==> config.mk <==
export PLATFORM = sky130hd
export DESIGN_NAME = pcie_dn_cpld_dec
export DESIGN_NICKNAME = d
export VERILOG_FILES = /design/src/rtl/pcie_dn_cpld_dec.sv
export SDC_FILE = /design/constraint.sdc
export NUM_CORES = 1
export LEC_CHECK = 0
export CAP_MARGIN = 5
export CORE_MARGIN = 2
export CORE_UTILIZATION = 40
export DETAILED_ROUTE_END_ITERATION = 10
export PLACE_DENSITY = 0.71
export SYNTH_ARGS = -nofsm -noshare
export SYNTH_HDL_FRONTEND = slang
export SYNTH_SLANG_ARGS = --single-unit
==> constraint.sdc <==
create_clock -name PCIE_CLK -period 5.65 [get_ports PCIE_CLK]
set_clock_uncertainty 0.1 [all_clocks]
set_input_delay 0.8475 -clock PCIE_CLK [delete_from_list [all_inputs] [get_ports PCIE_CLK]]
set_output_delay 0.8475 -clock PCIE_CLK [all_outputs]
set_load 0.05 [all_outputs]
==> src/rtl/pcie_dn_cpld_dec.sv <==
// ---------------------------------------------------------------------------
// pcie_dn_cpld_dec
// Completion decoder in front of the CplD reorder buffer. Parses the 64-bit
// Avalon-ST RX TLP stream from the hard IP and forwards only good CplD
// payloads as qword beats on DPK_CX_*, together with tag and byte count.
// Bad completion status, out-of-range tags and length mismatches are
// reported as single-cycle pulses. Non-completion TLPs and Cpl without data
// are dropped silently.
//
// Ports
//   PCIE_CLK, PCIE_RST    clock, asynchronous active-high reset
//   RX_ST_*               RX TLP stream in: beat0={DW1,DW0},
//                         beat1={D0|pad,DW2}, then {odd DW, even DW}
//   RX_ST_READY           low in reset, high from the first clock after release
//   DPK_CX_*              payload out, registered, one clock behind the input
//   CPL_ERR_STS/TAG/LEN   one-cycle error pulses
//   CPLD_CNT              count of good CplDs, wraps at 2^32
//
// Handshake: an RX beat is consumed on every clock where RX_ST_VALID=1
// (RX_ST_READY is never dropped after reset). A DPK_CX beat is presented on
// every clock where DPK_CX_DVLD=1; the consumer cannot stall it.
// ---------------------------------------------------------------------------
module pcie_dn_cpld_dec #(
    parameter int P_TAG_NUM = 64
) (
    input  logic        PCIE_CLK,
    input  logic        PCIE_RST,
    input  logic        RX_ST_SOP,
    input  logic        RX_ST_EOP,
    input  logic [63:0] RX_ST_DATA,
    input  logic        RX_ST_VALID,
    output logic        RX_ST_READY,
    output logic        DPK_CX_SOP,
    output logic        DPK_CX_EOP,
    output logic [63:0] DPK_CX_DATA,
    output logic        DPK_CX_DVLD,
    output logic [7:0]  DPK_CX_TAG,
    output logic [11:0] DPK_CX_DCNT,
    output logic        CPL_ERR_STS,
    output logic        CPL_ERR_TAG,
    output logic        CPL_ERR_LEN,
    output logic [31:0] CPLD_CNT
);

    typedef enum logic [1:0] {
        ST_IDLE = 2'd0,
        ST_HDR2 = 2'd1,
        ST_DATA = 2'd2,
        ST_DROP = 2'd3
    } state_t;

    state_t state, state_nxt;

    // Header fields kept from beat0 until DW2 arrives
    logic [7:0]  hdr_ft_q;     // {fmt, type}
    logic [9:0]  hdr_len_q;
    logic [2:0]  hdr_sts_q;
    logic [11:0] hdr_bc_q;

    logic [10:0] rem_q, rem_nxt;       // payload DWs still expected
    logic        first_q, first_nxt;   // next payload beat carries DPK_CX_SOP
    logic        lenbad_q, lenbad_nxt; // excess beat seen, report at EOP
    logic [7:0]  tag_nxt;
    logic [11:0] dcnt_nxt;

    logic        o_sop, o_eop, o_dvld;
    logic [63:0] o_data;
    logic        e_sts, e_tag, e_len, cnt_inc;

    // Decode of the header, valid while state==ST_HDR2
    logic        is_cpl, is_cpld, sts_bad, tag_bad, cpld_ok, addr_a;
    logic [10:0] len_dw, rem_hdr, rem_dat;

    assign is_cpl  = (hdr_ft_q == {3'b000, 5'b01010}) || (hdr_ft_q == {3'b010, 5'b01010});
    assign is_cpld = (hdr_ft_q == {3'b010, 5'b01010});
    assign sts_bad = is_cpl && (hdr_sts_q != 3'b000);
    assign tag_bad = is_cpld && (32'(RX_ST_DATA[15:8]) >= P_TAG_NUM);
    assign cpld_ok = is_cpld && !sts_bad && !tag_bad;
    assign addr_a  = RX_ST_DATA[2];
    // Length 0 encodes 1024 DWs
    assign len_dw  = (hdr_len_q == 10'd0) ? 11'd1024 : {1'b0, hdr_len_q};
    // With lower address bit 2 set, D0 rides in beat1 and counts immediately
    assign rem_hdr = addr_a ? (len_dw - 11'd1) : len_dw;
    assign rem_dat = (rem_q == 11'd1) ? 11'd0 : (rem_q - 11'd2);

    // State register
    always_ff @(posedge PCIE_CLK or posedge PCIE_RST) begin
        if (PCIE_RST) state <= ST_IDLE;
        else          state <= state_nxt;
    end

    // Next-state logic; a SOP beat restarts parsing from any state
    always_comb begin
        state_nxt = state;
        if (RX_ST_VALID) begin
            if (RX_ST_SOP) begin
                state_nxt = RX_ST_EOP ? ST_IDLE : ST_HDR2;
            end else begin
                case (state)
                    ST_HDR2: begin
                        if (RX_ST_EOP)    state_nxt = ST_IDLE;
                        else if (cpld_ok) state_nxt = ST_DATA;
                        else              state_nxt = ST_DROP;
                    end
                    ST_DATA, ST_DROP: begin
                        if (RX_ST_EOP) state_nxt = ST_IDLE;
                    end
                    default: state_nxt = state;
                endcase
            end
        end
    end

    // Output / datapath logic: next values for the registered outputs
    always_comb begin
        o_sop      = 1'b0;
        o_eop      = 1'b0;
        o_dvld     = 1'b0;
        o_data     = 64'h0;
        e_sts      = 1'b0;
        e_tag      = 1'b0;
        e_len      = 1'b0;
        cnt_inc    = 1'b0;
        rem_nxt    = rem_q;
        first_nxt  = first_q;
        lenbad_nxt = lenbad_q;
        tag_nxt    = DPK_CX_TAG;
        dcnt_nxt   = DPK_CX_DCNT;
        if (RX_ST_VALID) begin
            if (RX_ST_SOP) begin
                // Abandoning an unfinished TLP or a one-beat header is a length error
                e_len = (state != ST_IDLE) || RX_ST_EOP;
            end else begin
                case (state)
                    ST_HDR2: begin
                        e_sts = sts_bad;
                        e_tag = tag_bad;
                        if (cpld_ok) begin
                            tag_nxt    = RX_ST_DATA[15:8];
                            dcnt_nxt   = hdr_bc_q;
                            lenbad_nxt = 1'b0;
                            rem_nxt    = rem_hdr;
                            first_nxt  = !addr_a;
                            if (addr_a) begin
                                o_dvld = 1'b1;
                                o_sop  = 1'b1;
                                o_data = {RX_ST_DATA[63:32], 32'h0};
                            end
                            if (RX_ST_EOP) begin
                                o_eop   = addr_a;
                                e_len   = (rem_hdr != 11'd0);
                                cnt_inc = (rem_hdr == 11'd0);
                            end
                        end
                    end
                    ST_DATA: begin
                        if (rem_q == 11'd0) begin
                            // Beyond the Length field: suppress data, still close the packet
                            if (RX_ST_EOP) begin
                                o_dvld = 1'b1;
                                o_eop  = 1'b1;
                                e_len  = 1'b1;
                            end else begin
                                lenbad_nxt = 1'b1;
                            end
                        end else begin
                            o_dvld    = 1'b1;
                            o_sop     = first_q;
                            first_nxt = 1'b0;
                            rem_nxt   = rem_dat;
                            o_data    = (rem_q == 11'd1) ? {32'h0, RX_ST_DATA[31:0]} : RX_ST_DATA;
                            if (RX_ST_EOP) begin
                                o_eop   = 1'b1;
                                e_len   = lenbad_q || (rem_dat != 11'd0);
                                cnt_inc = !(lenbad_q || (rem_dat != 11'd0));
                            end
                        end
                    end
                    default: ;
                endcase
            end
        end
    end

    // Registered outputs and datapath state
    always_ff @(posedge PCIE_CLK or posedge PCIE_RST) begin
        if (PCIE_RST) begin
            RX_ST_READY <= 1'b0;
            DPK_CX_SOP  <= 1'b0;
            DPK_CX_EOP  <= 1'b0;
            DPK_CX_DATA <= 64'h0;
            DPK_CX_DVLD <= 1'b0;
            DPK_CX_TAG  <= 8'h0;
            DPK_CX_DCNT <= 12'h0;
            CPL_ERR_STS <= 1'b0;
            CPL_ERR_TAG <= 1'b0;
            CPL_ERR_LEN <= 1'b0;
            CPLD_CNT    <= 32'h0;
            rem_q       <= 11'h0;
            first_q     <= 1'b0;
            lenbad_q    <= 1'b0;
            hdr_ft_q    <= 8'h0;
            hdr_len_q   <= 10'h0;
            hdr_sts_q   <= 3'h0;
            hdr_bc_q    <= 12'h0;
        end else begin
            RX_ST_READY <= 1'b1;
            DPK_CX_SOP  <= o_sop;
            DPK_CX_EOP  <= o_eop;
            DPK_CX_DATA <= o_data;
            DPK_CX_DVLD <= o_dvld;
            DPK_CX_TAG  <= tag_nxt;
            DPK_CX_DCNT <= dcnt_nxt;
            CPL_ERR_STS <= e_sts;
            CPL_ERR_TAG <= e_tag;
            CPL_ERR_LEN <= e_len;
            CPLD_CNT    <= CPLD_CNT + {31'h0, cnt_inc};
            rem_q       <= rem_nxt;
            first_q     <= first_nxt;
            lenbad_q    <= lenbad_nxt;
            if (RX_ST_VALID && RX_ST_SOP) begin
                hdr_ft_q  <= RX_ST_DATA[31:24];
                hdr_len_q <= RX_ST_DATA[9:0];
                hdr_sts_q <= RX_ST_DATA[47:45];
                hdr_bc_q  <= RX_ST_DATA[43:32];
            end
        end
    end

endmodule

Yosys cells after proc, flatten, opt, wreduce, memory -nomap -nowiden
Index checks and enable logic that the tools add are counted.

storage, ports and cells
  register bits = 171
  bits of input ports = 69
  output and inout bits = 123

operators by class
  add/sub/neg operators = 3
  $lt $le $gt $ge = 1
  equality and inequality tests = 11
  multiplexer cells = 62
  bitwise operators = 1
  reduce and logical (&&, ||, !) cells = 26

operators with widths
  kind                     count
  $mux W64                 6
  $pmux W64 S2             1
  $mux W11                 5
  $mux W1                  38
  $add A32 B1 Y32          1
  $logic_not A11 Y1        2
  $pmux W11 S2             1
  $reduce_bool A11 Y1      2
  $pmux W1 S2              7
  $eq A11 B1 Y1 const B    1
  $sub A11 B1 Y11 const B  1
  $sub A11 B2 Y11 const B  1
  $logic_not A10 Y1        1
  $eq A8 B4 Y1 const B     1
  $eq A8 B7 Y1 const B     1
  $ge A8 B7 Y1 const B     1
  $ne A2 B2 Y1 const B     4
  $mux W2                  3
  $reduce_and A6 Y1        1
  $reduce_bool A3 Y1       2
  $logic_and A1 B1 Y1      5
  $reduce_and A5 Y1        1
  $eq A2 B2 Y1 const B     2
  $logic_not A1 Y1         4
  other kinds (9)          12

Longest topological paths before layout
  word-level depth = 11
  depth in mapped cells = 17
  gate-level depth less buffers = 16

Worst setup path before layout
OpenSTA, ideal clock, no wires.

  path kind = register -> register
  from = register rem_q[1]
  to = register CPLD_CNT[28]
  library setup time = 82 ps
  arrival time = 4042 ps
  data required time = 5468 ps
  path slack = 1426 ps
  stages on the path, launching flop included = 18
  clock period less this slack = 4224 ps
  cell sequence = dfrtp_1 > inv_1 > ha_1 > or4b_1 > buf_2 > or4b_1 > o221a_2 > nor4_2 > a22oi_1 > nor2_1 > ha_1 > ha_1 > nand3_1 > nor4_1 > and3_1 > nand2_1 > nor3_1 > xor2_1

on the way
  word-level cells in the longest chain between the ends = 11

ends and longest elaborated chain
  what                                              line  source
  start: declaration                                60    logic [10:0] rem_q, rem_nxt;
  start signal: assignment                          218   rem_q <= rem_nxt;
  $sub A11 B2 Y11 or $eq A11 B1 Y1 (tied branches)  84    assign rem_dat = (rem_q == 11'd1) ? 11'd0 : (rem_q - 11'd2);
  $mux W11                                          84
  $reduce_bool A11 Y1                               175   cnt_inc = !(lenbad_q || (rem_dat != 11'd0));
  $logic_or A1 B1 Y1                                175
  $logic_not A1 Y1                                  175
  $mux W1                                           172   if (RX_ST_EOP) begin
  $mux W1 *                                         157   if (rem_q == 11'd0) begin
  $pmux W1 S2 *                                     134   case (state)
  $mux W1 *                                         130   if (RX_ST_SOP) begin
  $mux W1 *                                         129   if (RX_ST_VALID) begin
  $add A32 B1 Y32 *                                 217   CPLD_CNT <= CPLD_CNT + {31'h0, cnt_inc};
  end signal: assignment                            217
  end: declaration                                  42    output logic [31:0] CPLD_CNT

Every way passes the cells marked *; elsewhere a longest branch is shown, timed or not.
A chain may end at the register's enable or synchronous reset.

Final worst setup path
  from = register rem_q[1]
  to = register CPLD_CNT[31]

Same word-level chain as after synthesis.

==> flow_metrics.env <==
export IMPL_outcome="finished, final reports clean"
export IMPL_fin_nets=862
export IMPL_r2r_cells=14
export IMPL_synthesis_area_sq_um=7150
export IMPL_rsz0062_at_grt="no"
export IMPL_cts_root_buffer="clkbuf_16"
export IMPL_grt_pass1_wl_mm=27.8
export IMPL_avgSynthCellArea_sq_um=12.1
export IMPL_diodes=0
export IMPL_fill_cells=1461
export IMPL_cellLeakagePower_nw=4.38
export IMPL_avgViaCountPerCell=5.16
export IMPL_grt_max_degree=105
export IMPL_dr_pass1_iters=5
export IMPL_power_density_nw_per_um2=332
export IMPL_reg2reg_to="CPLD_CNT[31]"
export IMPL_synth_top_area_share_pct=59.9
export IMPL_die_area_sq_um=18900
export IMPL_peakVddDrop_uv=229
export IMPL_cts_buffers=17
export IMPL_min_to="CPLD_CNT[20]"
export IMPL_crit_path_max_fanout=6
export IMPL_internal_power_w=0.00233
export IMPL_drt_total_wl_mm=17.6
export IMPL_min_path_cells=1
export IMPL_portBuffers=191
export IMPL_post_synth_top_count_cell="dfrtp_1"
export IMPL_first_iter_violations=263
export IMPL_vias=5269
export IMPL_fin_crit_sh_pct=83.1
export IMPL_grt_antenna_before_repair=0
export IMPL_start_util_pct=41.2
export IMPL_cts_sinks=171
export IMPL_ys_types=63
export IMPL_mappedNetlistNets=669
export IMPL_clk_pin_slew_ns=0.06
export IMPL_wl_per_cell_um=17.2
export IMPL_ant_nets=0
export IMPL_cp_top_family="simple AND/OR/NAND/NOR gates"
export IMPL_cts_tree="built"
export IMPL_start_kind="register"
export IMPL_syn_to_final_growth_pct=38.7
export IMPL_power_frac_comb_pct=19.8
export IMPL_core_sq_um=17400
export IMPL_ctsResizeCount=0
export IMPL_end_kind="register"
export IMPL_synth_seq_cells=171
export IMPL_place_area_sq_um=9280
export IMPL_die_h_um=138
export IMPL_cp_arrival_ns=4.93
export IMPL_pwr_share_seq_pct=43.5
export IMPL_worst_slew_pin_slew_ns=1.13
export IMPL_gp_congestion=0.854
export IMPL_syn_inst=591
export IMPL_setup_viol=0
export IMPL_drv_cap=0
export IMPL_netlist_top_cells_count="dfrtp_1, and2_1, mux2_2"
export IMPL_detailed_place_hpwl_mm=12.6
export IMPL_post_route_drc_count=0
export IMPL_final_design_area_no_fill_sq_um=9910
export IMPL_reg2reg_from="rem_q[1]"
export IMPL_die_w_um=138
export IMPL_worstPathRequired_ns=5.88
export IMPL_postCtsHoldBufs=0
export IMPL_swShare_pct=29.0
export IMPL_cts_buffer_depth=2
export IMPL_fin_crit_ns=4.70
export IMPL_finalMaxSlewViolations=0
export IMPL_slowest_delay_ns=0.67
export IMPL_synth_edf_count=0
export IMPL_postCtsSetupBuffers=0
export IMPL_tns_ns=0
export IMPL_yosysSeqAreaShare_pct=59.9
export IMPL_max_freq_mhz=213
export IMPL_maxSlewHeadroom_pct=24.6
export IMPL_clk_latency_ns=0.42
export IMPL_p_clk_share_pct=36.7
export IMPL_grt_pass1_vias=5397
export IMPL_synthFlopType="dfrtp_1"
export IMPL_p_switching_w=0.000953
export IMPL_synth_area_leader_cell="dfrtp_1"
export IMPL_rows=48
export IMPL_ios=192
export IMPL_hold_viol_final=0
export IMPL_synth_async_sr_flop_share_pct=100
export IMPL_critPathSlowestCell="nor4_1"
export IMPL_critical_path_class="register to register"
export IMPL_crit_chain="inv_1 -> ha_1 -> or4b_1 -> or4b_1 -> o221a_2 -> nor4_2 -> a22oi_1 -> nor2_1 -> ha_1 -> nand3_1 -> nor4_1 -> nand4_1 -> nor4_1 -> xor2_1"
export IMPL_netlist_top_cells_area="dfrtp_1, mux2_2, and2_1, xnor2_1, nor2_1"
export IMPL_regToRegSetupSlack_ns=0.95
export IMPL_cts_htree_levels=4
export IMPL_track_usage_pct=19.3
export IMPL_hp_start="CPLD_CNT[20]"
export IMPL_grt_ovfl_total=0
export IMPL_hp_class="register to register"
export IMPL_ys_warn_count=0
export IMPL_crit_buf_inv=1
export IMPL_post_route_cells_drive_above_1_share_pct=12.9
==> cell type report <==
| cell class | instances | area, sq um | share of cell area [%] |
|---|---|---|---|
| clock buffer | 23 | 488 | 4.92 |
| clock inverter | 8 | 131 | 1.33 |
| inverter | 20 | 80.1 | 0.808 |
| multi-input combinational | 378 | 2690 | 27.2 |
| sequential | 171 | 4280 | 43.2 |
| tap | 225 | 282 | 2.84 |
| timing repair buffer | 196 | 1960 | 19.7 |
==> worst max-delay path by stage <==
stage	from	to	slack, ns	depth (start not counted)
after global placement	RX_ST_DATA[2]	CPLD_CNT[29]	0.85	14
final	rem_q[1]	CPLD_CNT[31]	0.95	14
after detailed placement	RX_ST_DATA[2]	CPLD_CNT[31]	0.71	13
after global routing	rem_q[1]	CPLD_CNT[31]	0.52	14
after CTS	rem_q[1]	CPLD_CNT[31]	0.93	14
after floorplan	PCIE_RST	CPLD_CNT[0]	0.07	1
==> logic make-up after synthesis <==
logic type	after synthesis	share of synthesized area, %
AO/OA/AOI/OAI	76	6.95
XOR/XNOR	37	4.54
adder cells (fa/ha/maj)	9	1.58
buffers and inverters	42	2.57
flip-flops	171	59.9
multiplexers	51	8.04
other	1	0.0525
AND/OR/NAND/NOR	204	16.4
==> layout by cell type, fill, tap and decap left out, drive strengths merged, types with 6 or more instances in the layout <==
cell	n
clkdlybuf4s50	191
dfrtp	171
and2	64
mux2	51
nor2	35
xnor2	25
clkbuf	23
inv	22
nand2	20
nand3	19
o21ai	18
a21oi	17
nor3	13
xor2	12
ha	9
nor4	9
o22ai	8
a31oi	6
nand4	6
and3	6
==> state kept, by name, indices dropped and copies added, names as in the netlist, 2 cells and up <==
name / count
DPK_CX_DATA: 64
CPLD_CNT: 32
DPK_CX_DCNT: 12
hdr_bc_q: 12
rem_q: 11
hdr_len_q: 10
DPK_CX_TAG: 8
hdr_ft_q: 8
hdr_sts_q: 3
state: 2
==> power groups by stage <==
stage          Combinational, W  Clock [W]  Sequential [W]
2_1_floorplan          0.000361          0         0.00151
3_3_place_gp           0.000642          0         0.00144
3_5_place_dp           0.000649          0         0.00145
4_1_cts                0.000652    0.00124         0.00143
5_1_grt                0.000714    0.00130         0.00144
6_report               0.000649    0.00121         0.00143
==> layer usage <==
metal,GRT usage [%],vias to the layer above,part of all wire (%)
met5,0,-,0
met4,7.04,0,1.7
met3,6.55,24,8.2
met2,30.8,186,49
met1,24.5,2619,42
li1,-,2440,-
==> metrics by stage <==
stage               hold WS [ns]  utilization (%)  cells  setup slack, ns  power (W)
finish                     0.392             57.1   1021            0.954    0.00329
global route               0.416             57.1   1021            0.521    0.00346
CTS                        0.398             57.0   1020            0.931    0.00332
detailed placement         0.389             53.4    989            0.707    0.00210
global placement           0.369             53.4    989            0.851    0.00208
floorplan                  0.359                -    591           0.0707    0.00187
No activity file was read; power rests on OpenSTA's default activity.
